$ cat config.mk
export PLATFORM = sky130hd
export DESIGN_NAME = mem_access_unit_flat
export DESIGN_NICKNAME = d
export VERILOG_FILES = /design/src/rtl/mem_pkg.sv /design/src/rtl/mem_access_unit_if.sv /design/src/rtl/load_formatter.sv /design/src/rtl/mem_access_unit.sv /design/src/flat_wrapper.sv
export SDC_FILE = /design/constraint.sdc
export NUM_CORES = 1
export LEC_CHECK = 0
export BUFFER_PORTS_ARGS = -buffer_cell sky130_fd_sc_hd__clkbuf_2
export CAP_MARGIN = 15
export CORE_ASPECT_RATIO = 1.25
export CORE_MARGIN = 2
export CORE_UTILIZATION = 47
export CTS_CLUSTER_DIAMETER = 80
export DETAILED_ROUTE_END_ITERATION = 10
export GPL_ROUTABILITY_DRIVEN = 1
export HOLD_SLACK_MARGIN = 0.06
export PLACE_DENSITY = 0.86
export SYNTH_ARGS = -nofsm -noshare
export SYNTH_HDL_FRONTEND = slang
export SYNTH_SLANG_ARGS = --single-unit
$ cat constraint.sdc
create_clock -name clk -period 2 [get_ports clk]
set_input_delay 0.6 -clock clk [delete_from_list [all_inputs] [get_ports clk]]
set_output_delay 0.6 -clock clk [all_outputs]
set_load 0.02 [all_outputs]
$ cat src/rtl/mem_pkg.sv
// Shared encodings for the memory access unit: load/store types, FSM states,
// and the alignment rule used when the misalignment trap is built in.
package mem_pkg;

  localparam logic [2:0] LOAD_LB  = 3'd0;
  localparam logic [2:0] LOAD_LBU = 3'd1;
  localparam logic [2:0] LOAD_LH  = 3'd2;
  localparam logic [2:0] LOAD_LHU = 3'd3;
  localparam logic [2:0] LOAD_LW  = 3'd4;

  localparam logic [1:0] STORE_SB = 2'd0;
  localparam logic [1:0] STORE_SH = 2'd1;
  localparam logic [1:0] STORE_SW = 2'd2;

  typedef logic [1:0] state_t;
  localparam state_t ST_IDLE   = 2'd0;
  localparam state_t ST_ACCESS = 2'd1;
  localparam state_t ST_DONE   = 2'd2;

  function automatic logic is_misaligned(input logic       is_store,
                                         input logic [2:0] lt,
                                         input logic [1:0] st,
                                         input logic [1:0] off);
    if (is_store)
      return (st == STORE_SH && off[0]) || (st == STORE_SW && off != 2'b00);
    return ((lt == LOAD_LH || lt == LOAD_LHU) && off[0]) ||
           (lt == LOAD_LW && off != 2'b00);
  endfunction

endpackage

$ cat src/rtl/mem_access_unit_if.sv
// Data-memory request/response bus between the access unit (master) and memory (slave).
interface mem_access_unit_if;
  logic        dmem_req;
  logic        dmem_we;
  logic [3:0]  dmem_be;
  logic [31:0] dmem_addr;
  logic [31:0] dmem_wdata;
  logic        dmem_ready;
  logic [31:0] dmem_rdata;

  modport master (output dmem_req, dmem_we, dmem_be, dmem_addr, dmem_wdata,
                  input  dmem_ready, dmem_rdata);
  modport slave  (input  dmem_req, dmem_we, dmem_be, dmem_addr, dmem_wdata,
                  output dmem_ready, dmem_rdata);
endinterface

$ cat src/rtl/load_formatter.sv
// Picks the addressed byte/halfword/word out of a little-endian read word and extends it.
module load_formatter
  import mem_pkg::*;
(
  input  logic [31:0] rdata,
  input  logic [1:0]  offset,
  input  logic [2:0]  load_type,
  output logic [31:0] result
);

  logic [7:0]  w_byte;
  logic [15:0] w_half;

  always_comb begin
    w_byte = rdata[{offset, 3'b000} +: 8];
    w_half = offset[1] ? rdata[31:16] : rdata[15:0];
    case (load_type)
      LOAD_LB:  result = {{24{w_byte[7]}}, w_byte};
      LOAD_LBU: result = {24'h0, w_byte};
      LOAD_LH:  result = {{16{w_half[15]}}, w_half};
      LOAD_LHU: result = {16'h0, w_half};
      default:  result = rdata;
    endcase
  end

endmodule

$ cat src/rtl/mem_access_unit.sv
// MEM-stage load/store unit: IDLE -> ACCESS -> DONE handshake with data memory.
// Define MISALIGN_TRAP_EN to trap misaligned halfword/word accesses instead of issuing them.
module mem_access_unit
  import mem_pkg::*;
(
  input  logic                      clk,
  input  logic                      rst,
  input  logic                      valid_in,
  input  logic                      mem_read,
  input  logic                      mem_write,
  input  logic [2:0]                load_type,
  input  logic [1:0]                store_type,
  input  logic [31:0]               addr,
  input  logic [31:0]               store_data,
  output logic                      stall,
  output logic [31:0]               load_result,
  output logic                      result_valid,
  output logic                      misalign_err,
  mem_access_unit_if.master         dmem
);

  state_t      r_state;
  logic        r_we;
  logic [3:0]  r_be;
  logic [31:0] r_addr;
  logic [31:0] r_wdata;
  logic [1:0]  r_off;
  logic [2:0]  r_load_type;
  logic [31:0] r_load_result;
  logic        r_misalign;

  logic        w_access;
  logic        w_misalign;
  logic [3:0]  w_be;
  logic [31:0] w_wdata;
  logic [31:0] w_fmt;

  assign w_access = valid_in && (mem_read || mem_write);

`ifdef MISALIGN_TRAP_EN
  assign w_misalign = is_misaligned(mem_write, load_type, store_type, addr[1:0]);
`else
  assign w_misalign = 1'b0;
`endif

  // mem_write wins when both direction bits are set
  always_comb begin
    w_be    = 4'b1111;
    w_wdata = '0;
    if (mem_write) begin
      case (store_type)
        STORE_SB: begin
          w_be    = 4'b0001 << addr[1:0];
          w_wdata = {4{store_data[7:0]}};
        end
        STORE_SH: begin
          w_be    = addr[1] ? 4'b1100 : 4'b0011;
          w_wdata = {2{store_data[15:0]}};
        end
        default: w_wdata = store_data;
      endcase
    end
  end

  load_formatter u_fmt (
    .rdata     (dmem.dmem_rdata),
    .offset    (r_off),
    .load_type (r_load_type),
    .result    (w_fmt)
  );

  always_ff @(posedge clk) begin
    if (rst) begin
      r_state       <= ST_IDLE;
      r_we          <= 1'b0;
      r_be          <= '0;
      r_addr        <= '0;
      r_wdata       <= '0;
      r_off         <= '0;
      r_load_type   <= '0;
      r_load_result <= '0;
      r_misalign    <= 1'b0;
    end else begin
      case (r_state)
        ST_IDLE: if (w_access) begin
          r_we        <= mem_write;
          r_be        <= w_be;
          r_addr      <= {addr[31:2], 2'b00};
          r_wdata     <= w_wdata;
          r_off       <= addr[1:0];
          r_load_type <= load_type;
          r_misalign  <= w_misalign;
          r_state     <= w_misalign ? ST_DONE : ST_ACCESS;
        end
        ST_ACCESS: if (dmem.dmem_ready) begin
          r_state <= ST_DONE;
          if (!r_we) r_load_result <= w_fmt;
        end
        ST_DONE: r_state <= ST_IDLE;
        default: r_state <= ST_IDLE;
      endcase
    end
  end

  assign stall        = (r_state == ST_IDLE && w_access) || (r_state == ST_ACCESS);
  assign result_valid = (r_state == ST_DONE) && !r_misalign;
`ifdef MISALIGN_TRAP_EN
  assign misalign_err = (r_state == ST_DONE) && r_misalign;
`else
  assign misalign_err = 1'b0;
`endif
  assign load_result  = r_load_result;

  assign dmem.dmem_req   = (r_state == ST_ACCESS);
  assign dmem.dmem_we    = r_we;
  assign dmem.dmem_be    = r_be;
  assign dmem.dmem_addr  = r_addr;
  assign dmem.dmem_wdata = r_wdata;

endmodule
$ cat src/flat_wrapper.sv
// flat-port wrapper written by rule: the top's interface ports become plain ports
module mem_access_unit_flat import mem_pkg::*;
  (clk, rst, valid_in, mem_read, mem_write, load_type, store_type, addr, store_data, stall, load_result, result_valid, misalign_err, dmem_dmem_req, dmem_dmem_we, dmem_dmem_be, dmem_dmem_addr, dmem_dmem_wdata, dmem_dmem_ready, dmem_dmem_rdata);
  mem_access_unit_if dmem_i ();
  input  logic clk;
  input  logic rst;
  input  logic valid_in;
  input  logic mem_read;
  input  logic mem_write;
  input  logic [2:0] load_type;
  input  logic [1:0] store_type;
  input  logic [31:0] addr;
  input  logic [31:0] store_data;
  output logic stall;
  output logic [31:0] load_result;
  output logic result_valid;
  output logic misalign_err;
  output wire logic [$bits(dmem_i.dmem_req)-1:0] dmem_dmem_req;
  output wire logic [$bits(dmem_i.dmem_we)-1:0] dmem_dmem_we;
  output wire logic [$bits(dmem_i.dmem_be)-1:0] dmem_dmem_be;
  output wire logic [$bits(dmem_i.dmem_addr)-1:0] dmem_dmem_addr;
  output wire logic [$bits(dmem_i.dmem_wdata)-1:0] dmem_dmem_wdata;
  input wire logic [$bits(dmem_i.dmem_ready)-1:0] dmem_dmem_ready;
  input wire logic [$bits(dmem_i.dmem_rdata)-1:0] dmem_dmem_rdata;
  assign dmem_dmem_req = dmem_i.dmem_req;
  assign dmem_dmem_we = dmem_i.dmem_we;
  assign dmem_dmem_be = dmem_i.dmem_be;
  assign dmem_dmem_addr = dmem_i.dmem_addr;
  assign dmem_dmem_wdata = dmem_i.dmem_wdata;
  assign dmem_i.dmem_ready = dmem_dmem_ready;
  assign dmem_i.dmem_rdata = dmem_dmem_rdata;
  mem_access_unit u_core (.clk(clk), .rst(rst), .valid_in(valid_in), .mem_read(mem_read), .mem_write(mem_write), .load_type(load_type), .store_type(store_type), .addr(addr), .store_data(store_data), .stall(stall), .load_result(load_result), .result_valid(result_valid), .misalign_err(misalign_err), .dmem(dmem_i));
endmodule
---- Word-level counts from Yosys, hierarchy flattened ----
Cells that the tools add are included.
cells by class
  bitwise operators ....................... 1
  reduce and logical (&&, ||, !) cells .... 10
  mux-type cells .......................... 10
  shifts and indexed selects .............. 2
  eq/ne operators ......................... 8
operators with widths
  cell                                                                     count
  32-bit one-hot mux with 4 select lines                                   1
  32-bit one-hot mux with 2 select lines                                   1
  32-bit 2-to-1 mux                                                        1
  32-bit by 6-bit indexed part select with 8-bit output                    1
  16-bit 2-to-1 mux                                                        1
  4-bit 2-to-1 mux                                                         2
  4-bit one-hot mux with 2 select lines                                    1
  3-bit by 2-bit equality test with 1-bit output, second input constant    2
  2-bit by 1-bit equality test with 1-bit output, second input constant    2
  2-bit logical NOT                                                        2
  2-bit 2-to-1 mux                                                         2
  2-bit by 1-bit inequality test with 1-bit output, second input constant  2
  2-bit one-hot mux with 2 select lines                                    1
  2-bit AND reduction                                                      2
  1-bit by 2-bit left shift with 4-bit output, first input constant        1
  3-bit by 1-bit equality test with 1-bit output, second input constant    1
  3-bit logical NOT                                                        1
  3-bit AND reduction                                                      1
  2-bit equality test, second input constant                               1
  1-bit logical AND                                                        2
  1-bit logical OR                                                         2
  1-bit inverter                                                           1
storage, ports and cells
  word-level logic and storage cells ...... 39
  register bits ........................... 106
  bits of input ports ..................... 107
  output and inout bits ................... 105

---- Logic depth before layout (Yosys ltp) ----
Gate-level depths: netlist (run 1).
  depth after elaboration ................. 4
  mapped depth ............................ 7
  depth with buffers taken out ............ 4

---- Modules after synthesis ----
A second synthesis (run 1) with hierarchy kept.
second synthesis, totals
  cells, all modules ...................... 594
  area, all modules ....................... 4954.8 um^2
modules (own cells, without submodules)
  module           area each (um^2)  instances  seq. area each (um^2)  cells each
  mem_access_unit  4226.6            1          2122.0                 498
  load_formatter   728.2             1          0.0                    96

---- Worst setup path before layout (run 1) ----
Ideal clock, no wire load.
  kind .................................... input -> register
  start point ............................. in store_type[1]
  end point ............................... reg u_core.r_wdata[10] (netlist: u_core.dmem.dmem_wdata[10])
  required time ........................... 1.868 ns
  buffers on the path ..................... 1
  stages .................................. 5
  setup slack ............................. 0.215 ns
  setup time .............................. 0.132 ns
  data arrival time ....................... 1.653 ns
  cell sequence ........................... buf_2 -> nor2_1 -> mux2_2 -> nand3_1 -> a21oi_1
between the ends
  longest elaborated chain between the ends .. 3
  elaborated cells between the ends (all ways) .. 4
  classes of those cells .................. eq/ne (1); mux (2); reduce/logical (1)
RTL lines
  item                                                                                 line                   text
  start: declaration                                                                   flat_wrapper.sv:11     input logic [1:0] store_type;
  2-bit by 1-bit equality test with 1-bit output or 2-bit logical NOT (tied branches)  mem_access_unit.sv:51  case (store_type)
  32-bit one-hot mux with 2 select lines (*)                                           mem_access_unit.sv:51
  32-bit 2-to-1 mux (*)                                                                mem_access_unit.sv:50  if (mem_write) begin
  end signal: assignment                                                               mem_access_unit.sv:89  r_wdata <= w_wdata;
  end: declaration                                                                     mem_access_unit.sv:26  logic [31:0] r_wdata;
Mark *: on every way between the ends. The rest lies on a longest branch, timed or not.
A chain may end at the register's enable or synchronous reset.

---- Final worst setup path (run 1) ----
  start point ............................. in mem_read
  end point ............................... out stall
between the ends
  longest elaborated chain between the ends .. 4
RTL lines
  item                line                    text
  start: declaration  flat_wrapper.sv:8       input logic mem_read;
  1-bit logical OR    mem_access_unit.sv:38   assign w_access = valid_in && (mem_read || mem_write);
  1-bit logical AND   mem_access_unit.sv:38
  1-bit logical AND   mem_access_unit.sv:105  assign stall = (r_state == ST_IDLE && w_access) || (r_state == ST_ACCESS);
  1-bit logical OR    mem_access_unit.sv:105
  end: declaration    flat_wrapper.sv:14      output logic stall;
Every way passes these cells.

==> flow_summary_export.csv, run 1 <==
group,metric,value,unit
cts,cts_root_buffer,"sky130_fd_sc_hd__clkbuf_16",
sta,final.period_utilization,92.4,%
sta,whs,0.450,ns
placed_design,pre_cts_ws,0.0394,ns
finish,layout_commonest_cell,"sky130_fd_sc_hd__clkbuf_2",
min_path,min_path_type,"reg -> reg",
cts,clock_latency,0.34,ns
logic_synthesis,synth.avg_cell_area,8.33,um^2
finish,final_layout_size_suffix_gt1_share,37.8,%
drt,avgRoutedWirePerCell,15.7,um
critical_path,timing.critical_path.slowest_stage_cell,"sky130_fd_sc_hd__clkbuf_2",
critical_path,worstSetupEndpointType,"primary output",
cts,tritoncts,"yes",
global_route,grt_first_pass_wirelength,21800,um
cts,clk_pin_slew,0.07,ns
cts,cts.repair_timing.setup_buffer_count,0,
floorplanning,initial_util,48.0,%
sta,slew_viol_final,0,
placed_design,count_of_input_and_output_buffers,208,
finish,most_frequent_cells_in_the_layout,"207 x sky130_fd_sc_hd__clkbuf_2, 127 x sky130_fd_sc_hd__nand2_1, 106 x sky130_fd_sc_hd__dfxtp_1, 84 x sky130_fd_sc_hd__a21oi_1, 50 x sky130_fd_sc_hd__nor2_1",
floorplanning,ioPinCount,212,
critical_path,cp_max_fo,3,
cts,clock-sinks,106,
min_path,hold-path-cell-count,2,
drt,first_pass_iters,5,
logic_synthesis,postSynthCellCount,577,
finish,syn2layout_area_growth,31.6,%
placed_design,finalWeightedCongestion,0.925,
floorplanning,die_h,117,um
pwr,power_per_unit_of_standard_cell_area,798,nW/um^2
global_route,grt_use_total,25.0,%
critical_path,setup.worst_path.start_class,"primary input",
sta,clock.fmax,541,MHz
floorplanning,num_rows,41,
logic_synthesis,ys_async_sr_fraction,0,%
critical_path,required_worst_endpoint,1.40,ns
critical_path,rr_startpoint,"u_core.r_state[0]",
logic_synthesis,synth.cell_area,4800,um^2
logic_synthesis,yosys_warnings,0,
critical_path,cp_cell_sequence,"clkbuf_2, nor2_1, inv_1, a21oi_1, nor2_1, clkbuf_2",
finish,antenna_cells_inserted,0,
sta,finalSetupViolCount,0,
logic_synthesis,yosys_most_used_dff,"sky130_fd_sc_hd__dfxtp_1",
finish,multi_input_comb_area,2440,um^2
logic_synthesis,ys_seq_area_share,44.2,%
logic_synthesis,post_synth_main_area_contributors,"sky130_fd_sc_hd__dfxtp_1 44%, sky130_fd_sc_hd__nand2_1 9.9%, sky130_fd_sc_hd__a21oi_1 8.8%",
logic_synthesis,yosys_register_bits,106,
drt,vias,4901,
drt,route.detailed.drc,0,
finish,num-nets-final,879,
finish,filler_instances,903,
global_route,grt_pass1_vias,4514,
pwr,vdd_drop_max,0.534,mV
sta,fin_crit,1.85,ns
sta,finalClockSkew,0.00689,ns
pwr,leakage,2.76,nW
placed_design,total_half_perimeter_wirelength_after_legalization_and_detailed_placement,10700,um
cts,total_number_of_h_tree_levels,3,
global_route,grt_start_max_net_pins,39,
drt,route.antenna.remaining_nets,0,
global_route,grt_overflow_total,0,
critical_path,first_element_of_the_critical_path,"mem_read",
cts,ctsResizeCount,0,
logic_synthesis,synth-edff-count,0,
cts,ctsLongestPathBuffers,2,
global_route,grt_antenna_before_repair,0,
run_status,status,"finished clean",
sta,tns,0,ns
flow_run,cap_viol_max_count,0,
pwr,total_power_draw,5.05,mW
logic_synthesis,netlist-cell-type-count,39,
logic_synthesis,area_fraction_of_the_dominant_cell_type_after_synthesis,44.2,%
sta,worst-slew-pin-transition,0.593,ns
floorplanning,die_width,94.4,um
cts,cts_hold_repair.buffers,0,
critical_path,critPathArrivalTime,1.25,ns
drt,detail_route.iter0.violations,200,
critical_path,worstRegToRegCells,5,
sta,worst_relative_slew_slack,60.4,%
logic_synthesis,cell_type_with_the_highest_aggregate_area_in_the_netlist,"sky130_fd_sc_hd__dfxtp_1",
finish,area.sequential,2120,um^2
drt,detail_route.wirelength,14300,um
drt,via_per_inst,5.41,
sta,rsz0062_at_grt,"false",
cts,tritoncts.num_buffers,9,
floorplanning,design.die.area,11100,um^2
critical_path,cpPeakStageDelay,0.15,ns
floorplanning,coreArea,10000,um^2
critical_path,crit_type,"in -> out",
min_path,timing.hold.worst.start,"u_core.dmem.dmem_wdata[20]",
sta,hold_vio_cnt_final,0,
sta,final.setup.worst_slack,0.152,ns
==> worst max-delay path: cells and delay by family <==
| family | cells | cell delay (ns) |
|---|---|---|
| AND/OR/NAND/NOR | 2 | 0.19 |
| AO/OA/AOI/OAI | 1 | 0.13 |
| buffers and inverters | 3 | 0.32 |
==> power by group <==
group	switching, mW	internal (mW)	total, mW	leakage (nW)
clock	0.777	0.976	1.75	0.147
sequential	0.0760	2.23	2.31	0.866
combinational	0.590	0.399	0.989	1.74
total	1.44	3.60	5.05	2.76
==> logic make-up after synthesis <==
family / count (synthesis) / synth area share [%]
and+or+nand+nor: 239 / 22.1
AOI/OAI and AO/OA: 141 / 19.8
DFF: 106 / 44.2
buffers and inverters: 54 / 5.60
muxes: 36 / 8.18
other: 1 / 0.0781
==> synthesized netlist by cell type, types with 8 or more instances <==
master,n
sky130_fd_sc_hd__a21oi_1,84
sky130_fd_sc_hd__a211oi_2,10
sky130_fd_sc_hd__buf_2,14
sky130_fd_sc_hd__dfxtp_1,106
sky130_fd_sc_hd__a211oi_1,10
sky130_fd_sc_hd__clkbuf_1,27
sky130_fd_sc_hd__mux2i_1,10
sky130_fd_sc_hd__nand2_1,127
sky130_fd_sc_hd__mux2_2,26
sky130_fd_sc_hd__nand3_1,24
sky130_fd_sc_hd__o2bb2ai_1,8
sky130_fd_sc_hd__a311oi_1,13
sky130_fd_sc_hd__nand2b_1,10
sky130_fd_sc_hd__nor2_1,51
==> per-stage QoR <==
stage	instances	util [%]	instance area, um^2
3_3_place_gp	890	60.3	6030
5_1_grt	906	63.2	6320
6_report	906	63.2	6320
4_1_cts	906	63.2	6320
2_1_floorplan	579	-	4810
3_5_place_dp	890	60.3	6030
==> metal layers <==
layer | GRT usage [%] | wire (um)
met5 | 0 | 0
met1 | 29.4 | 5470
met3 | 6.47 | 1300
met4 | 9.47 | 312
met2 | 44.0 | 7180
==> worst paths after layout <==
kind	end	slack, ns
max reg2reg	u_core.load_result[4]	0.24
min	u_core.dmem.dmem_wdata[20]	0.45
min reg2reg	u_core.dmem.dmem_wdata[20]	0.45
max	stall	0.15
==> area by class of cell <==
| class | instances | share of cell area (%) |
|---|---|---|
| Multi-Input combinational cell | 419 | 38.7 |
| Sequential cell | 106 | 33.6 |
| Timing Repair Buffer | 235 | 20.5 |
| Clock buffer | 10 | 3.62 |
| Tap cell | 129 | 2.55 |
| Clock inverter | 6 | 1.05 |
| Inverter | 1 | 0.0594 |
==> registers in the layout, summed over array words and instances (netlist names) <==
name	count
u_core.dmem.dmem_be	4
u_core.dmem.dmem_wdata	32
u_core.r_off	2
u_core.r_state	2
u_core.dmem.dmem_we	1
u_core.dmem.dmem_addr	30
u_core.load_result	32
u_core.r_load_type	3
No activity file was read; power rests on OpenSTA's default activity.
==> inputs of run 2 (changes only) <==
Settings changed: CTS_BUF_LIST set to sky130_fd_sc_hd__clkbuf_16, SKIP_CTS_REPAIR_TIMING set to 1.
==> run 2 against run 1 <==
Effect of this change:
- first-iteration DRC count is the same
- final cell count is the same
- global-route usage is the same
- sequential cell count is the same
- critical path type unchanged
- largest cell class unchanged
==> flow_summary_export.csv, run 2 (same netlist as run 1, synthesis figures left out) <==
group,metric,value,unit
pwr,internal-power,3.60,mW
global_route,grt_antenna_before_repair,0,
pwr,p_switching,1.44,mW
sta,worst-slew-pin-transition,0.596,ns
drt,avgRoutedWirePerCell,15.8,um
finish,final_layout_size_suffix_gt1_share,37.8,%
drt,vias,4883,
cts,clock-sinks,106,
pwr,leakage,2.76,nW
drt,route.detailed.drc,0,
pwr,pwr-share-seq,45.8,%
finish,layout_commonest_cell,"sky130_fd_sc_hd__clkbuf_2",
critical_path,rr_startpoint,"u_core.r_state[0]",
sta,final.period_utilization,92.4,%
floorplanning,num_rows,41,
floorplanning,design.die.area,11100,um^2
pwr,power_per_unit_of_standard_cell_area,796,nW/um^2
run_status,status,"finished clean",
sta,fin_crit,1.85,ns
pwr,vdd_drop_max,0.532,mV
sta,tns,0,ns
cts,cts_root_buffer,"sky130_fd_sc_hd__clkbuf_16",
global_route,grt_use_total,25.0,%
critical_path,worstRegToRegCells,5,
min_path,timing.hold.worst_endpoint,"u_core.dmem.dmem_wdata[20]",
critical_path,required_worst_endpoint,1.40,ns
global_route,grt_first_pass_wirelength,21800,um
finish,multi_input_comb_area,2440,um^2
finish,num-nets-final,879,
cts,total_number_of_h_tree_levels,3,
pwr,switching_share,28.5,%
sta,worst_relative_slew_slack,60.2,%
placed_design,total_half_perimeter_wirelength_after_legalization_and_detailed_placement,10700,um
min_path,hold-path-cell-count,2,
sta,rsz0062_at_grt,"false",
placed_design,finalWeightedCongestion,0.925,
sta,clock.fmax,541,MHz
finish,core_utilization_of_the_finished_layout,63.2,%
cts,tritoncts,"yes",
min_path,timing.hold.worst.start,"u_core.dmem.dmem_wdata[20]",
floorplanning,ioPinCount,212,
critical_path,critPathArrivalTime,1.25,ns
flow_run,cap_viol_max_count,0,
critical_path,setup.worst_path.start_class,"primary input",
floorplanning,die_h,117,um
drt,first_pass_iters,5,
finish,filler_instances,903,
cts,clk_pin_slew,0.07,ns
drt,detail_route.wirelength,14300,um
critical_path,r2r_setup_slack,0.25,ns
finish,area.sequential,2120,um^2
critical_path,cp_max_fo,3,
cts,tritoncts.num_buffers,9,
min_path,min_path_type,"reg -> reg",
cts,ctsLongestPathBuffers,2,
finish,most_frequent_cells_in_the_layout,"207 x sky130_fd_sc_hd__clkbuf_2, 127 x sky130_fd_sc_hd__nand2_1, 106 x sky130_fd_sc_hd__dfxtp_1, 84 x sky130_fd_sc_hd__a21oi_1, 50 x sky130_fd_sc_hd__nor2_1",
sta,hold_vio_cnt_final,0,
finish,final_design_area_no_fill,6320,um^2
global_route,grt_overflow_total,0,
global_route,grt_pass1_vias,4514,
placed_design,postPlaceCellArea,6030,um^2
pwr,combinationalPowerShare,19.7,%
critical_path,worstSetupEndpointType,"primary output",
floorplanning,initial_util,48.0,%
drt,via_per_inst,5.39,
global_route,grt_start_max_net_pins,39,
placed_design,count_of_input_and_output_buffers,208,
floorplanning,die_width,94.4,um
drt,route.antenna.remaining_nets,0,
drt,detail_route.iter0.violations,200,
finish,antenna_cells_inserted,0,
sta,finalClockSkew,0.00599,ns
critical_path,crit_type,"in -> out",
sta,slew_viol_final,0,
floorplanning,coreArea,10000,um^2
sta,finalSetupViolCount,0,
finish,syn2layout_area_growth,31.6,%
pwr,clock_power_share,34.6,%
critical_path,critical_path.reg2reg.endpoint,"u_core.load_result[4]",
sta,whs,0.450,ns
cts,clock_latency,0.33,ns
[run 2: final cells by class]
cell class	instances	share of cell area [%]
Clock buffer	9	3.56
Timing Repair Buffer	235	20.5
Tap cell	129	2.55
Sequential cell	106	33.6
Multi-Input combinational cell	419	38.7
Inverter	1	0.0594
Clock inverter	7	1.11
[run 2: worst max path at each step]
stage	start	end	slack (ns)	depth (start not counted)
floorplan	store_type[1]	u_core.dmem.dmem_wdata[10]	0.22	5
global placement	valid_in	u_core.dmem.dmem_be[2]	0.11	6
detailed placement	valid_in	u_core.dmem.dmem_be[2]	0.04	6
CTS	mem_read	stall	0.16	6
global route	mem_read	stall	0.06	6
finish	mem_read	stall	0.15	6
[run 2: power groups by stage]
| stage | registers [mW] | clock network (mW) | logic (mW) |
|---|---|---|---|
| floorplan | 2.47 | 0 | 0.475 |
| global route | 2.32 | 1.88 | 1.07 |
| finish | 2.31 | 1.74 | 0.990 |
| global placement | 2.35 | 0 | 0.972 |
| CTS | 2.30 | 1.79 | 0.990 |
| detailed placement | 2.35 | 0 | 0.985 |
[run 2: worst max-delay path, stage by stage]
cell	delay, ns
sky130_fd_sc_hd__clkbuf_2	0.12
sky130_fd_sc_hd__nor2_1	0.14
sky130_fd_sc_hd__inv_1	0.05
sky130_fd_sc_hd__a21oi_1	0.13
sky130_fd_sc_hd__nor2_1	0.05
sky130_fd_sc_hd__clkbuf_2	0.15
[run 2: metrics by stage]
stage                     total power [mW]  std cells  worst slack (ns)
after global routing                  5.27        906            0.0593
after CTS                             5.08        906             0.158
after floorplan                       2.95        579             0.215
after global placement                3.32        890             0.114
final                                 5.04        906             0.152
after detailed placement              3.34        890            0.0394
[run 2: per-layer routing]
| layer | GRT usage, % | share of wire [%] | wire, um |
|---|---|---|---|
| met3 | 6.47 | 8.4 | 1200 |
| met1 | 29.4 | 39 | 5590 |
| met5 | 0 | 0 | 0 |
| met2 | 44.0 | 51 | 7210 |
| met4 | 9.47 | 1.9 | 270 |
